===== src/rtl/conv_tile_scheduler.sv =====
// conv_tile_scheduler: tile-loop sequencer for the conv accelerator.
// Walks output tiles (row, col, m) and input-channel tiles (n). For each n tile
// it launches the input-FM and weight loaders together, joins their done
// pulses, then launches compute. After the last n tile it launches the store.
//
// Ports:
//   clk, rst                  clock, asynchronous active-high reset
//   conv_start / conv_done    layer start pulse in / layer complete pulse out
//   busy                      high from accepted conv_start until conv_done
//   in_fm_load_start/_done    input-FM loader handshake (pulses)
//   wt_load_start/_done       weight loader handshake (pulses)
//   comp_start/_done          compute array handshake (pulses)
//   store_start/_done         output store handshake (pulses)
//   tile_base_n/m/row/col     current tile bases (CW bits each)
//   first_n / last_n          first / last input-channel tile flags
module conv_tile_scheduler #(
    parameter int CW = 16,
    parameter int N  = 32,
    parameter int Tn = 16,
    parameter int M  = 32,
    parameter int Tm = 16,
    parameter int R  = 64,
    parameter int Tr = 64,
    parameter int C  = 32,
    parameter int Tc = 16
) (
    input  logic          clk,
    input  logic          rst,
    input  logic          conv_start,
    output logic          conv_done,
    output logic          busy,
    output logic          in_fm_load_start,
    input  logic          in_fm_load_done,
    output logic          wt_load_start,
    input  logic          wt_load_done,
    output logic          comp_start,
    input  logic          comp_done,
    output logic          store_start,
    input  logic          store_done,
    output logic [CW-1:0] tile_base_n,
    output logic [CW-1:0] tile_base_m,
    output logic [CW-1:0] tile_base_row,
    output logic [CW-1:0] tile_base_col,
    output logic          first_n,
    output logic          last_n
);

    typedef enum logic [2:0] {
        IDLE  = 3'd0,
        LOAD  = 3'd1,
        COMP  = 3'd2,
        STORE = 3'd3,
        FIN   = 3'd4
    } state_t;

    // Dimension and tile sizes widened by one bit so base+tile never wraps.
    localparam logic [CW:0] N_W  = (CW+1)'(N);
    localparam logic [CW:0] TN_W = (CW+1)'(Tn);
    localparam logic [CW:0] M_W  = (CW+1)'(M);
    localparam logic [CW:0] TM_W = (CW+1)'(Tm);
    localparam logic [CW:0] R_W  = (CW+1)'(R);
    localparam logic [CW:0] TR_W = (CW+1)'(Tr);
    localparam logic [CW:0] C_W  = (CW+1)'(C);
    localparam logic [CW:0] TC_W = (CW+1)'(Tc);

    // last_n value for the n==0 tile, used whenever n restarts.
    localparam logic LAST_AT_ZERO = (TN_W >= N_W);

    state_t state;

    logic in_done_l;
    logic wt_done_l;

    logic [CW:0] n_sum;
    logic [CW:0] n_sum2;
    logic [CW:0] m_sum;
    logic [CW:0] row_sum;
    logic [CW:0] col_sum;

    logic more_n;
    logic more_m;
    logic more_row;
    logic more_col;
    logic next_last;
    logic layer_last;
    logic both_done;

    assign n_sum   = {1'b0, tile_base_n} + TN_W;
    assign m_sum   = {1'b0, tile_base_m} + TM_W;
    assign row_sum = {1'b0, tile_base_row} + TR_W;
    assign col_sum = {1'b0, tile_base_col} + TC_W;

    // last_n for the n tile that follows the current one.
    assign n_sum2 = {1'b0, n_sum[CW-1:0]} + TN_W;

    assign more_n     = (n_sum < N_W);
    assign more_m     = (m_sum < M_W);
    assign more_row   = (row_sum < R_W);
    assign more_col   = (col_sum < C_W);
    assign next_last  = (n_sum2 >= N_W);
    assign layer_last = !more_m && !more_col && !more_row;

    // A done pulse arriving in the same cycle counts as already latched.
    assign both_done = (in_done_l || in_fm_load_done)
                    && (wt_done_l || wt_load_done);

    always_ff @(posedge clk or posedge rst) begin
        if (rst) begin
            state            <= IDLE;
            in_done_l        <= 1'b0;
            wt_done_l        <= 1'b0;
            conv_done        <= 1'b0;
            busy             <= 1'b0;
            in_fm_load_start <= 1'b0;
            wt_load_start    <= 1'b0;
            comp_start       <= 1'b0;
            store_start      <= 1'b0;
            tile_base_n      <= '0;
            tile_base_m      <= '0;
            tile_base_row    <= '0;
            tile_base_col    <= '0;
            first_n          <= 1'b0;
            last_n           <= 1'b0;
        end else begin
            // Start and done outputs are single-cycle pulses.
            conv_done        <= 1'b0;
            in_fm_load_start <= 1'b0;
            wt_load_start    <= 1'b0;
            comp_start       <= 1'b0;
            store_start      <= 1'b0;

            unique case (state)
                IDLE: begin
                    if (conv_start) begin
                        state            <= LOAD;
                        busy             <= 1'b1;
                        tile_base_n      <= '0;
                        tile_base_m      <= '0;
                        tile_base_row    <= '0;
                        tile_base_col    <= '0;
                        first_n          <= 1'b1;
                        last_n           <= LAST_AT_ZERO;
                        in_done_l        <= 1'b0;
                        wt_done_l        <= 1'b0;
                        in_fm_load_start <= 1'b1;
                        wt_load_start    <= 1'b1;
                    end
                end

                LOAD: begin
                    if (both_done) begin
                        state      <= COMP;
                        comp_start <= 1'b1;
                        in_done_l  <= 1'b0;
                        wt_done_l  <= 1'b0;
                    end else begin
                        if (in_fm_load_done) begin
                            in_done_l <= 1'b1;
                        end
                        if (wt_load_done) begin
                            wt_done_l <= 1'b1;
                        end
                    end
                end

                COMP: begin
                    if (comp_done) begin
                        if (more_n) begin
                            state            <= LOAD;
                            tile_base_n      <= n_sum[CW-1:0];
                            first_n          <= 1'b0;
                            last_n           <= next_last;
                            in_fm_load_start <= 1'b1;
                            wt_load_start    <= 1'b1;
                        end else begin
                            state       <= STORE;
                            store_start <= 1'b1;
                        end
                    end
                end

                STORE: begin
                    if (store_done) begin
                        tile_base_n <= '0;
                        first_n     <= 1'b1;
                        last_n      <= LAST_AT_ZERO;
                        // m advances fastest, then col, then row.
                        if (more_m) begin
                            tile_base_m <= m_sum[CW-1:0];
                        end else begin
                            tile_base_m <= '0;
                            if (more_col) begin
                                tile_base_col <= col_sum[CW-1:0];
                            end else begin
                                tile_base_col <= '0;
                                if (more_row) begin
                                    tile_base_row <= row_sum[CW-1:0];
                                end
                            end
                        end
                        if (layer_last) begin
                            state     <= FIN;
                            conv_done <= 1'b1;
                        end else begin
                            state            <= LOAD;
                            in_fm_load_start <= 1'b1;
                            wt_load_start    <= 1'b1;
                        end
                    end
                end

                FIN: begin
                    state         <= IDLE;
                    busy          <= 1'b0;
                    tile_base_n   <= '0;
                    tile_base_m   <= '0;
                    tile_base_row <= '0;
                    tile_base_col <= '0;
                    first_n       <= 1'b0;
                    last_n        <= 1'b0;
                end

                default: begin
                    state <= IDLE;
                    busy  <= 1'b0;
                end
            endcase
        end
    end

endmodule


===== config.mk =====
export PLATFORM = sky130hd
export DESIGN_NAME = conv_tile_scheduler
export DESIGN_NICKNAME = d
export VERILOG_FILES = /design/src/rtl/conv_tile_scheduler.sv
export SDC_FILE = /design/constraint.sdc
export NUM_CORES = 1
export LEC_CHECK = 0
export ABC_CLOCK_PERIOD_IN_PS = 2850
export CAP_MARGIN = 20
export CORE_ASPECT_RATIO = 0.8
export CORE_UTILIZATION = 50
export DETAILED_ROUTE_END_ITERATION = 7
export GPL_ROUTABILITY_DRIVEN = 1
export GPL_TIMING_DRIVEN = 0
export HOLD_SLACK_MARGIN = 0.06
export PLACE_DENSITY = 0.8
export SETUP_SLACK_MARGIN = 0.15
export SLEW_MARGIN = 40
export SYNTH_ARGS = -nofsm -noshare
export SYNTH_HDL_FRONTEND = slang
export SYNTH_SLANG_ARGS = --single-unit

===== constraint.sdc =====
create_clock -name clk -period 2.85 [get_ports clk]
set_input_delay 0.285 -clock clk [delete_from_list [all_inputs] [get_ports clk]]
set_output_delay 0.285 -clock clk [all_outputs]
set_load 0.01 [all_outputs]

After elaboration in Yosys (flattened, before gate mapping)
Index checks and enable logic that the tools add are counted.
{"block": "totals", "word_cells": 115, "inputBits": 7, "regBits": 76}
{"block": "op_classes", "n_reduce_logical": 21, "addsub": 5, "n_lt_le_gt_ge": 5, "n_eq_ne": 14, "n_mux": 55, "bitwise_logic": 1}
{"operator": "two-way mux 16 bit", "n": 13}
{"operator": "case mux 16 bit (3 select lines)", "n": 3}
{"operator": "adder 16 x 5 -> 17 bit, second input constant", "n": 4}
{"operator": "case mux 16 bit (4 select lines)", "n": 1}
{"operator": "< comparator 17 x 6 -> 1 bit, second input constant", "n": 3}
{"operator": "two-way mux 1 bit", "n": 25}
{"operator": "adder 16 x 7 -> 17 bit, second input constant", "n": 1}
{"operator": "greater-or-equal comparator 17 x 6 -> 1 bit, second input constant", "n": 1}
{"operator": "< comparator 17 x 7 -> 1 bit, second input constant", "n": 1}
{"operator": "!= test 2 bit, second input constant", "n": 8}
{"operator": "two-way mux 3 bit", "n": 5}
{"operator": "case mux 3 bit (4 select lines)", "n": 1}
{"operator": "AND reduction 3 bit", "n": 3}
{"operator": "case mux 1 bit (4 select lines)", "n": 2}
{"operator": "AND reduction 4 bit", "n": 2}
{"operator": "== test 3 x 2 -> 1 bit, second input constant", "n": 2}
{"operator": "!= test 3 bit, second input constant", "n": 2}
{"operator": "case mux 1 bit (2 select lines)", "n": 3}
{"operator": "AND reduction 6 bit", "n": 1}
{"operator": "AND reduction 5 bit", "n": 1}
{"operator": "nonzero test 4 bit", "n": 1}
{"operator": "== test 3 x 1 -> 1 bit, second input constant", "n": 1}
{"operator": "== test 3 bit, second input constant", "n": 1}
{"operator": "logical AND 1 bit", "n": 3}
{"operator": "10 further kinds", "n": 13}

Longest topological paths before layout
{"block": "depth", "word_depth": 8, "mapped_depth": 9, "mapped_depth_nobuf": 7}

Worst setup path before layout
Ideal clock, no wire load.
{"block": "synth_path", "path_kind": "reg-to-reg", "start": "register tile_base_m[4]", "end": "register tile_base_col[4]", "stages_incl_launch_ff": 8, "synth_period_minus_slack_ns": 2.440, "path_slack_ns": 0.410, "arrival_time_ns": 2.313, "t_required_ns": 2.722, "path_buffers": 0, "setup_ns": 0.128, "path_cell_list": "dfrtp_1 -> ha_1 -> xor2_1 -> a2111oi_2 -> nand3_1 -> or4_4 -> o21bai_2 -> mux2_1"}
{"block": "synth_between", "elab_chain_len": 4}
{"item": "from (decl)", "line": "41", "source": "output logic [CW-1:0] tile_base_m,"}
{"item": "from (signal assigned)", "line": "189", "source": "tile_base_m <= m_sum[CW-1:0];"}
{"item": "adder 16 x 5 -> 17 bit", "line": "89", "source": "assign m_sum = {1'b0, tile_base_m} + TM_W;"}
{"item": "< comparator 17 x 6 -> 1 bit", "line": "97", "source": "assign more_m = (m_sum < M_W);"}
{"item": "!= test 2 bit (no source line)"}
{"item": "AND reduction 4 bit (no source line)"}
{"item": "to (signal assigned)", "line": "193", "source": "tile_base_col <= col_sum[CW-1:0];"}
{"item": "to (decl)", "line": "43", "source": "output logic [CW-1:0] tile_base_col,"}
No other way between the ends.
A chain may end at the register's enable or synchronous reset.

Worst setup path in the final report
{"block": "layout_path", "start": "register tile_base_n[5]", "end": "register tile_base_n[13]"}
{"block": "layout_between", "elab_chain_len": 4, "elab_cells_between_ends": 7, "classes_between": "add/sub: 1; order compare: 1; eq/ne: 1; mux: 3; reduce/logical: 1"}
{"item": "from (decl)", "line": "40", "source": "output logic [CW-1:0] tile_base_n,"}
{"item": "from (signal assigned)", "line": "170", "source": "tile_base_n <= n_sum[CW-1:0];"}
{"item": "adder 16 x 5 -> 17 bit (*)", "line": "88", "source": "assign n_sum = {1'b0, tile_base_n} + TN_W;"}
{"item": "< comparator 17 x 6 -> 1 bit / two-way mux 16 bit (equally long branches)", "line": "96, 168"}
{"item": "!= test 2 bit (no source line) / two-way mux 16 bit (equally long branches)"}
{"item": "AND reduction 5 bit (no source line) / case mux 16 bit (4 select lines) (equally long branches)"}
Mark *: on every way between the ends. The rest lies on a longest branch, timed or not. The select of a mux whose other input is x is not followed.

==> results <==
- The design draws 2.54 mW.
- The floorplan step set the die height to 74.6 µm.
- TritonCTS built the clock tree.
- In the detailed route, the total length drawn on met2 is 3.22 mm.
- The actual transition at the worst max-transition pin is around 0.66 ns.
- Across the run, the number of max-cap violations was 0.
- The clock tree skew after final layout is 0.00757 ns.
- Summed over all nets, wire length on met3 after detailed routing comes to 467 µm.
- The via density per instance is 5.54.
- The initial antenna violation count is 0.
- The cell area that synthesis handed to floorplanning was 3300 µm².
- The global-route wire length before repair is roughly 12 mm.
- The final worst-path cycle share is 0.885.
- The static power due to leakage is 1.97 nW.
- The aggregate negative setup slack is 0 ns.
- Clock tree synthesis selected as its root buffer the cell sky130_fd_sc_hd__clkbuf_8.
- Of all cell types, the one taking the most synthesized area is sky130_fd_sc_hd__dfrtp_1.
- The first detailed-routing pass ran for 4 iterations.
- After detailed routing, the wire length on met1 is 3.27 mm.
- The congestion estimate from routability-driven global placement came to 0.833.
- The synthesized instance count is about 340.
- In this run the standard cell core region covers 6380 µm².
- The number of pins exceeding their max-slew limit in the final report is 0.
- The fraction of final layout cells sized beyond drive strength 1 is 0.128.
- For this block, the routed nets add up to 7.12 mm of wire.
- between 70 and 80 I/O pins were placed.
- The worst path needs roughly 2.5 ns of the cycle, external delays included.
- The top flip-flop cell by instance count after synthesis is sky130_fd_sc_hd__dfrtp_1.
- The via count of the first global-routing pass was 2480.
- The share of Yosys cell area claimed by the top area cell type is 0.440.
- The number of different library cells in the post-synthesis netlist is 65.
- The count of non-filler cells in the finished layout is 515.
- After clock tree synthesis, the clock-pin slew on the worst setup and hold paths is 0.06 ns.
- Setup repair after global routing left no endpoint under its margin.
- After detailed routing, the average wire length per cell comes to around 14 µm.
- The die covers 6920 µm².
- For this design the ratio of total power to cell area is roughly 590 nW/µm².
- The starting density of the core is 0.517.
- The largest net degree at the start of global routing is 42.
- The final hold violation count is 0.
- The flop and latch count out of synthesis is 58.
- The highest routed metal layer is met4.
- After synthesis, the cell types taking the most area are sky130_fd_sc_hd__dfrtp_1 (44%), sky130_fd_sc_hd__and2_1 (6.1%), sky130_fd_sc_hd__buf_4 (4.6%).
- STA puts the critical path data required time at 3.06 ns.
- The share of flip-flops with an asynchronous set or reset is 1.00.
- The longest clock path from root to sink contains 2 buffers.
- The signal on the critical path passes through ha_1 > buf_2 > nand3_1 > or4b_1 > a21oi_2 > nand4_2 > a32o_2 > buf_6 > and2_1.
- On the critical path the largest part of the delay comes from simple AND/OR/NAND/NOR gates.
- In this run the number of H-tree levels came out at 3.
- After the last flow step, the layout net total stands at 439.
- The maximum fanout encountered on the critical timing path is 10.
- The count of vias placed by the detailed router is 2852.
- The post-detailed-placement half-perimeter wirelength is 5.17 mm.
- The number of nets still failing antenna checks after routing is 0.
- In this run the core area contains 26 standard-cell rows.
- The post-detailed-route DRC marker count is 0.
- The total grt overflow is 0.
- The run finished with clean final reports.
- The mean area per synthesized cell is roughly 10 µm².
- The latest clock arrival within the worst-skew pair is 0.33 ns.
- The post-route core utilization is 0.676.
- The count of buffers added on input and output ports is 60.
- The share of the Yosys chip area taken by registers is 0.440.
- The worst register-to-register path has a setup slack of 0.33 ns.
- In the global route stage, overall resource usage came out at 0.220.
- The width of the chip is 92.8 µm.
- Compared with the post-synthesis result, the final layout area differs by 30.8%.
- IR analysis of the VDD net gives a maximum drop of around 390 µV.
- The sort of element at the end of the critical path is a flop.
- The largest stage delay on the critical path is 0.50 ns.
- The number of antenna diodes is 0.
- The starting DRC count in detailed routing is 132.
- The number of cells after detailed placement is 499.
- The worst setup path is of the reg2reg kind.
- In this run, synthesis inferred 0 flip-flops with an integrated enable.
- The clock net sink count is 58.
- The critical path contains buffers and inverters numbering 2 combined.
- The peak clock frequency supported by timing is 0.397 GHz.
- The min-delay analysis places its worst path in the category in2async.
- The Yosys step of the flow raised 0 warnings.
- Buffers added to address setup during post-CTS repair amount to 0.
- The sort of element at the start of the critical path is a flop.
- In this run, CTS created clock tree buffers numbering 9.
- The final count of negative-setup-slack endpoints is 0.
- The tightest slew margin relative to the limit is 0.555.
- The slowest stage cell on the critical path is sky130_fd_sc_hd__or4b_1.
- The data arrival time of the critical path is 2.74 ns.
- Counting the fill cells in the layout gives 506.
[sequential cells by signal (all words and copies together), names as in the netlist]
signal / cells
busy: 1
comp_start: 1
conv_done: 1
first_n: 1
in_done_l: 1
last_n: 1
state: 3
store_start: 1
tile_base_col: 12
tile_base_m: 12
tile_base_n: 12
tile_base_row: 10
wt_done_l: 1
wt_load_start: 1
[layout make-up]
type	count	area, µm²	area share
multi-input combinational	259	1680	0.391
sequential	58	1450	0.337
timing repair buffer	61	621	0.144
buffer	30	200	0.0464
clock buffer	11	141	0.0328
tap	84	105	0.0244
clock inverter	5	77.6	0.0180
inverter	7	28.8	0.00668
[cell usage after synthesis (all sizes together) (3+ instances only)]
cell	count
a211oi	8
a21boi	3
a21oi	7
and2	34
and3	16
and3b	3
and4	5
buf	25
clkbuf	5
dfrtp	58
ha	6
inv	7
nand2	18
nand2b	4
nand3	20
nand4	12
nor2	15
nor2b	5
nor3	7
nor3b	3
nor4b	3
o211ai	5
o21ai	12
o311a	3
or3	4
xnor2	3
xor2	8
[power breakdown]
| group | switching (mW) | internal, mW |
|---|---|---|
| clock network | 0.316 | 0.513 |
| logic | 0.427 | 0.324 |
| registers | 0.0590 | 0.900 |
| total | 0.802 | 1.74 |
[layer usage]
layer | track usage | up-vias
li1 | - | 1389
met1 | 0.304 | 1350
met2 | 0.333 | 96
met3 | 0.0566 | 17
met4 | 0.0957 | 0
met5 | 0 | -
[worst reg2reg max path, cell delays in order, from the launching register on]
cell and delay [ns]:
sky130_fd_sc_hd__dfrtp_2 0.44, sky130_fd_sc_hd__ha_1 0.16, sky130_fd_sc_hd__buf_2 0.20, sky130_fd_sc_hd__nand3_1 0.13
sky130_fd_sc_hd__or4b_1 0.50, sky130_fd_sc_hd__a21oi_2 0.14, sky130_fd_sc_hd__nand4_2 0.18, sky130_fd_sc_hd__a32o_2 0.36
sky130_fd_sc_hd__buf_6 0.15, sky130_fd_sc_hd__and2_1 0.15
[worst paths after layout]
path / from / endpoint / cells past startpoint
worst max-delay path: tile_base_n[5] / tile_base_n[13] / 9
worst min-delay path: rst / tile_base_n[10] / 2
worst max register to register: tile_base_n[5] / tile_base_n[13] / 9
worst min register to register: in_done_l / in_done_l / 2
max in group asynchronous: rst / tile_base_col[8] / 3
min in group clk: in_done_l / in_done_l / 2
[through the flow]
step	worst slack [ns]	hold WS [ns]	cell area, µm²
floorplan	0.410	0.451	3360
global placement	0.133	0.484	4070
detailed placement	0.270	0.502	4090
CTS	0.238	0.236	4310
global route	0.189	0.246	4310
finish	0.329	0.240	4310
[what timing repair did]
action,in CTS,in global routing
setup endpoints to repair,0,11
hold buffers,0,0
gates resized for setup,0,2
[cells in the final DEF, fill, tap and decap left out, types with 3 or more instances in the layout]
| master | n |
|---|---|
| sky130_fd_sc_hd__dfrtp_1 | 57 |
| sky130_fd_sc_hd__nand3_1 | 20 |
| sky130_fd_sc_hd__and4_1 | 5 |
| sky130_fd_sc_hd__a21boi_0 | 3 |
| sky130_fd_sc_hd__buf_4 | 20 |
| sky130_fd_sc_hd__a211oi_1 | 7 |
| sky130_fd_sc_hd__ha_1 | 5 |
| sky130_fd_sc_hd__and3_1 | 16 |
| sky130_fd_sc_hd__xnor2_1 | 3 |
| sky130_fd_sc_hd__nor2b_1 | 5 |
| sky130_fd_sc_hd__clkbuf_1 | 6 |
| sky130_fd_sc_hd__conb_1 | 18 |
| sky130_fd_sc_hd__nor2_1 | 15 |
| sky130_fd_sc_hd__a21oi_1 | 6 |
| sky130_fd_sc_hd__xor2_1 | 8 |
| sky130_fd_sc_hd__nand4_1 | 11 |
| sky130_fd_sc_hd__or3_1 | 4 |
| sky130_fd_sc_hd__o21ai_0 | 12 |
| sky130_fd_sc_hd__o211ai_1 | 5 |
| sky130_fd_sc_hd__nor4b_1 | 3 |
| sky130_fd_sc_hd__and2_1 | 32 |
| sky130_fd_sc_hd__o311a_1 | 3 |
| sky130_fd_sc_hd__nand2b_1 | 4 |
| sky130_fd_sc_hd__clkbuf_8 | 10 |
| sky130_fd_sc_hd__inv_1 | 6 |
| sky130_fd_sc_hd__nor3b_1 | 3 |
| sky130_fd_sc_hd__clkdlybuf4s50_1 | 60 |
| sky130_fd_sc_hd__buf_2 | 4 |
| sky130_fd_sc_hd__nand2_1 | 18 |
| sky130_fd_sc_hd__nor3_1 | 7 |
[kinds of logic (layout without fill, tap and decap cells)]
family | Yosys count | count (layout) | synth area share
flops | 58 | 58 | 0.440
other cells | 1 | 18 | 0.00114
xor+xnor | 11 | 11 | 0.0292
mux | 3 | 3 | 0.00949
buf+inv | 37 | 114 | 0.0687
fa+ha+maj | 6 | 6 | 0.0228
compound gates | 64 | 64 | 0.148
simple gates | 157 | 157 | 0.281
No activity file was read; power rests on OpenSTA's default activity.
